$ cat src/rtl/if_prefetch_queue.sv
// Instruction-fetch stage with a DEPTH-entry prefetch FIFO, req/ack memory port and redirect flush.
// Optional macro IF_BYPASS_EN: forward an ack straight to the id_* outputs when the FIFO is empty.
module if_prefetch_queue #(
    parameter int                ADDR_W   = 32,
    parameter int                DATA_W   = 32,
    parameter int                DEPTH    = 4,
    parameter logic [ADDR_W-1:0] RESET_PC = {ADDR_W{1'b0}}
) (
    input  logic              clk,
    input  logic              rst,
    input  logic              redirect_valid,
    input  logic [ADDR_W-1:0] redirect_pc,
    output logic              mem_req,
    output logic [ADDR_W-1:0] mem_addr,
    input  logic              mem_ack,
    input  logic [DATA_W-1:0] mem_rdata,
    input  logic              id_ready,
    output logic              id_valid,
    output logic [DATA_W-1:0] id_inst,
    output logic [ADDR_W-1:0] id_pc,
    output logic [ADDR_W-1:0] id_next_pc
);

    localparam int                PTR_W      = $clog2(DEPTH);
    localparam int                CNT_W      = PTR_W + 1;
    localparam logic [CNT_W-1:0]  FULL_COUNT = CNT_W'(DEPTH);
    localparam logic [ADDR_W-1:0] WORD_MASK  = ~ADDR_W'(3);
    localparam logic [ADDR_W-1:0] WORD_STEP  = ADDR_W'(4);

    logic [CNT_W-1:0]  count_reg, count_next;
    logic [PTR_W-1:0]  rd_ptr_reg, rd_ptr_next;
    logic [PTR_W-1:0]  wr_ptr_reg, wr_ptr_next;
    logic [ADDR_W-1:0] fetch_pc_reg, fetch_pc_next;
    logic              mem_req_reg, mem_req_next;

    logic push;
    logic pop;
    logic store_en;
    logic fifo_pop;
    logic fifo_valid;
    logic bypass_hit;

    logic [DATA_W-1:0] slot_inst [DEPTH];
    logic [ADDR_W-1:0] slot_pc   [DEPTH];

    assign fifo_valid = (count_reg != '0);
    assign push       = mem_req_reg && mem_ack && !redirect_valid;

`ifdef IF_BYPASS_EN
    assign bypass_hit = push && !fifo_valid;
`else
    assign bypass_hit = 1'b0;
`endif

    assign id_valid = fifo_valid || bypass_hit;
    assign pop      = id_valid && id_ready && !redirect_valid;
    // A bypassed word that decode takes immediately never occupies a slot.
    assign store_en = push && !(bypass_hit && id_ready);
    assign fifo_pop = pop && fifo_valid;

    always_comb begin
        count_next    = count_reg;
        rd_ptr_next   = rd_ptr_reg;
        wr_ptr_next   = wr_ptr_reg;
        fetch_pc_next = fetch_pc_reg;
        mem_req_next  = mem_req_reg;
        if (redirect_valid) begin
            count_next    = '0;
            rd_ptr_next   = '0;
            wr_ptr_next   = '0;
            fetch_pc_next = redirect_pc & WORD_MASK;
            mem_req_next  = 1'b1;
        end else begin
            count_next = count_reg + CNT_W'(store_en) - CNT_W'(fifo_pop);
            if (store_en) begin
                wr_ptr_next = wr_ptr_reg + PTR_W'(1);
            end
            if (fifo_pop) begin
                rd_ptr_next = rd_ptr_reg + PTR_W'(1);
            end
            if (push) begin
                fetch_pc_next = fetch_pc_reg + WORD_STEP;
            end
            mem_req_next = (count_next < FULL_COUNT);
        end
    end

    always_ff @(posedge clk) begin
        if (!rst) begin
            count_reg    <= '0;
            rd_ptr_reg   <= '0;
            wr_ptr_reg   <= '0;
            fetch_pc_reg <= RESET_PC;
            mem_req_reg  <= 1'b0;
        end else begin
            count_reg    <= count_next;
            rd_ptr_reg   <= rd_ptr_next;
            wr_ptr_reg   <= wr_ptr_next;
            fetch_pc_reg <= fetch_pc_next;
            mem_req_reg  <= mem_req_next;
        end
    end

    // Slots need no reset: they are only observed while count_reg says they hold data.
    genvar gi;
    generate
        for (gi = 0; gi < DEPTH; gi++) begin : g_slot
            logic [DATA_W-1:0] inst_reg;
            logic [ADDR_W-1:0] pc_reg;

            always_ff @(posedge clk) begin
                if (store_en && (wr_ptr_reg == PTR_W'(gi))) begin
                    inst_reg <= mem_rdata;
                    pc_reg   <= fetch_pc_reg;
                end
            end

            assign slot_inst[gi] = inst_reg;
            assign slot_pc[gi]   = pc_reg;
        end
    endgenerate

    always_comb begin
        id_inst = '0;
        id_pc   = '0;
        if (fifo_valid) begin
            id_inst = slot_inst[rd_ptr_reg];
            id_pc   = slot_pc[rd_ptr_reg];
        end else if (bypass_hit) begin
            id_inst = mem_rdata;
            id_pc   = fetch_pc_reg;
        end
    end

    assign id_next_pc = id_pc + WORD_STEP;
    assign mem_req    = mem_req_reg;
    assign mem_addr   = fetch_pc_reg;

endmodule

$ cat config.mk
export PLATFORM = sky130hd
export DESIGN_NAME = if_prefetch_queue
export DESIGN_NICKNAME = d
export VERILOG_FILES = /design/src/rtl/if_prefetch_queue.sv
export SDC_FILE = /design/constraint.sdc
export NUM_CORES = 1
export LEC_CHECK = 0
export ABC_AREA = 1
export BUFFER_PORTS_ARGS = -buffer_cell sky130_fd_sc_hd__buf_2
export CAP_MARGIN = 20
export CORE_ASPECT_RATIO = 1.75
export CORE_MARGIN = 3
export CORE_UTILIZATION = 59
export CTS_BUF_LIST = sky130_fd_sc_hd__clkbuf_8
export CTS_CLUSTER_DIAMETER = 120
export DETAILED_ROUTE_END_ITERATION = 8
export PLACE_DENSITY = 0.93
export SLEW_MARGIN = 40
export SYNTH_ARGS = -nofsm -noshare
export SYNTH_HDL_FRONTEND = slang
export SYNTH_SLANG_ARGS = --single-unit
$ cat constraint.sdc
create_clock -name clk -period 5 [get_ports clk]
set_input_delay 0.75 -clock clk [delete_from_list [all_inputs] [get_ports clk]]
set_output_delay 0.75 -clock clk [all_outputs]
set_load 0.005 [all_outputs]
==> results.py <==
metrics = {
    "global_route": {
        "grt_pass1_wl_um": 52800,
        "grt-ovfl-total": 0,
        "gr-usage-all-layers_pct": 27.6,
        "grt_pass1_vias": 10373,
        "grt_max_degree": 72,
        "antenna_found_initial": 2,
    },
    "detailed_routing": {
        "top_layer_used": "met4",
        "wl_per_cell_um": 18.0,
        "wirelength_um": 34600,
        "wl_met1_um": 11800,
        "wl_met3_um": 3070,
        "dr_total_vias": 10708,
        "drtIter0Drc": 930,
        "met2_length_um": 18000,
        "drc": 0,
        "antenna_left": 0,
        "drt_first_pass_iters": 5,
        "viasPerCell": 5.58,
    },
    "clocking": {
        "holdBufCountCts": 0,
        "cts-root-buf": "clkbuf_8",
        "cts_resized": 0,
        "clk_pin_slew_worst_paths_ns": 0.07,
        "cts_tree": "built",
        "clockBufferDepth": 3,
        "cts_buffers": 38,
        "clk_latency_ns": 0.54,
        "h-tree-depth": 2,
        "cts.sinks": 286,
        "post_cts_buffers": 0,
    },
    "timing": {
        "fin_crit_sh_pct": 89.4,
        "setup-violations-final": 0,
        "finalCriticalPeriod_ns": 4.47,
        "fin_skew_ns": 0.0142,
        "max_freq_mhz": 224,
        "maxSlewHeadroom_pct": 46.2,
        "finalHoldViolCount": 0,
        "drv_slew": 0,
        "tightest_slew_ns": 0.808,
        "rsz0062_at_grt": "no",
        "setup_tns_ns": 0,
        "holdWs_ns": 0.431,
    },
    "final_layout": {
        "fill_cells": 1595,
        "largest_register_ffs": 128,
        "layout_common_cells": "nand2_1 (350), edfxtp_1 (248), nor2_1 (233), buf_2 (190), inv_1 (103)",
        "finalInstanceArea_um2": 15300,
        "num-nets-final": 1671,
        "drive_gt1_share_pct": 19.7,
        "mostFrequentLayoutCell": "nand2_1",
        "syn_to_final_growth_pct": 15.0,
        "multi_input_area_um2": 4390,
        "final_core_util_pct": 69.2,
        "seqCellArea_um2": 8210,
    },
    "pwr": {
        "p_leak_nw": 6.19,
        "vdd_ir_drop_max_mv": 0.192,
        "powerDensity_nw_per_um2": 312,
    },
    "placed_design": {
        "numPortBuffers": 190,
        "gp_congestion": 0.905,
        "dp_hpwl_um": 22900,
        "place_area_um2": 14500,
    },
    "floorplan": {
        "coreArea_um2": 22200,
        "placementRows": 72,
        "start_util_pct": 60.2,
        "die_area_um2": 24500,
        "die_y_um": 205,
        "die_x_um": 120,
        "pin_count": 199,
    },
    "synth": {
        "yosys.area.top_type_share_pct": 55.9,
        "synth.area.top_cells": "edfxtp_1 (56%), nand2_1 (9.9%), nor2_1 (6.7%)",
        "synth.distinct_cells": 33,
        "synth.cell_area_um2": 13300,
        "synth_area_leader_cell": "edfxtp_1",
        "ys_warn_count": 0,
        "seq_area_frac_synth_pct": 61.6,
        "syn_avg_cell_area_um2": 9.48,
        "syn_inst": 1406,
        "synth_seq_cells": 286,
    },
    "worst_setup_path": {
        "rrSetupSlack_ns": 1.90,
        "crit_required_ns": 4.25,
        "startpoint": "rd_ptr_reg[0]",
        "critPathLaunchType": "flip-flop",
        "end_kind": "output port",
        "worst-setup-path-type": "reg2out",
        "arrival_ns": 3.72,
        "reg2reg_from": "mem_req",
        "path_max_fanout": 71,
    },
    "run": {
        "drv_cap": 0,
    },
    "hold_path": {
        "min_path_type": "in2reg",
        "min_from": "mem_rdata[26]",
    },
    "run_status": {
        "status": "complete, no violations",
    },
}
==> cells by family (layout without fill, tap and decap cells) <==
kind of cell,after synthesis,in the layout,synth area share [%]
AOI/OAI and AO/OA,167,167,6.51
xor gates and xnor gates,33,33,2.17
adders and majority gates,9,9,0.901
buffers and inverters,174,385,5.85
DFF,286,286,61.6
other,1,8,0.0281
and+or+nand+nor,736,736,23.0
==> synth_stat cells (all sizes together) <==
cell and number:
nor3 6, or2 1, a22o 3, inv 107, buf 45, xor2 25, a2bb2oi 1, xnor2 8
ha 8, a31oi 14, dfxtp 38, nand2 356, clkinv 3, nor3b 1, edfxtp 248, nand4 10
nor2 267, clkbuf 19, nand3 95, a21oi 57, o21ai 92, fa 1, conb 1
==> worst paths after layout <==
path | endpoint | cells after the start
worst min-delay path | g_slot[1].inst_reg[26] | 1
worst min register to register | wr_ptr_reg[0] | 2
worst max register to register | g_slot[2].inst_reg[13] | 6
worst max-delay path | id_next_pc[18] | 12
==> where the power goes <==
part | internal [mW] | switching [mW]
clock | 1.03 | 0.826
combinational | 0.0911 | 0.162
sequential | 2.63 | 0.0476
==> through the flow <==
stage	cells	power (mW)	worst slack, ns
4_1_cts	1918	4.81	0.625
3_5_place_dp	1849	2.98	1.20
3_3_place_gp	1847	2.96	1.32
5_1_grt	1920	4.93	0.271
2_1_floorplan	1411	2.85	0.432
6_report	1920	4.78	0.528
==> per-layer routing <==
metal  vias to the layer above  GRT usage, %
met2                       576          49.1
met5                         -             0
li1                       5034             -
met1                      4969          31.8
met4                         0          15.3
met3                       129          4.17
==> critical path, stage by stage (launching register included) <==
cell and delay [ns]:
dfxtp_4 0.78, buf_4 0.73, nand2_1 0.13, nand3_1 0.12, nand2_1 0.11, nor2_2 0.19
nand2_1 0.13, inv_1 0.10, nand2_1 0.07, nor2_1 0.24, nand2_1 0.11, xor2_1 0.26
buf_2 0.17
==> final cells by class <==
class,count,share of cell area [%]
Timing Repair Buffer,206,7.27
Sequential cell,286,53.6
Clock inverter,28,1.67
Antenna cell,2,0.0326
Multi-Input combinational cell,951,28.7
Inverter,110,2.69
Tap cell,296,2.42
Clock buffer,41,3.68
Note: power is estimated with default switching activity, not from simulation.
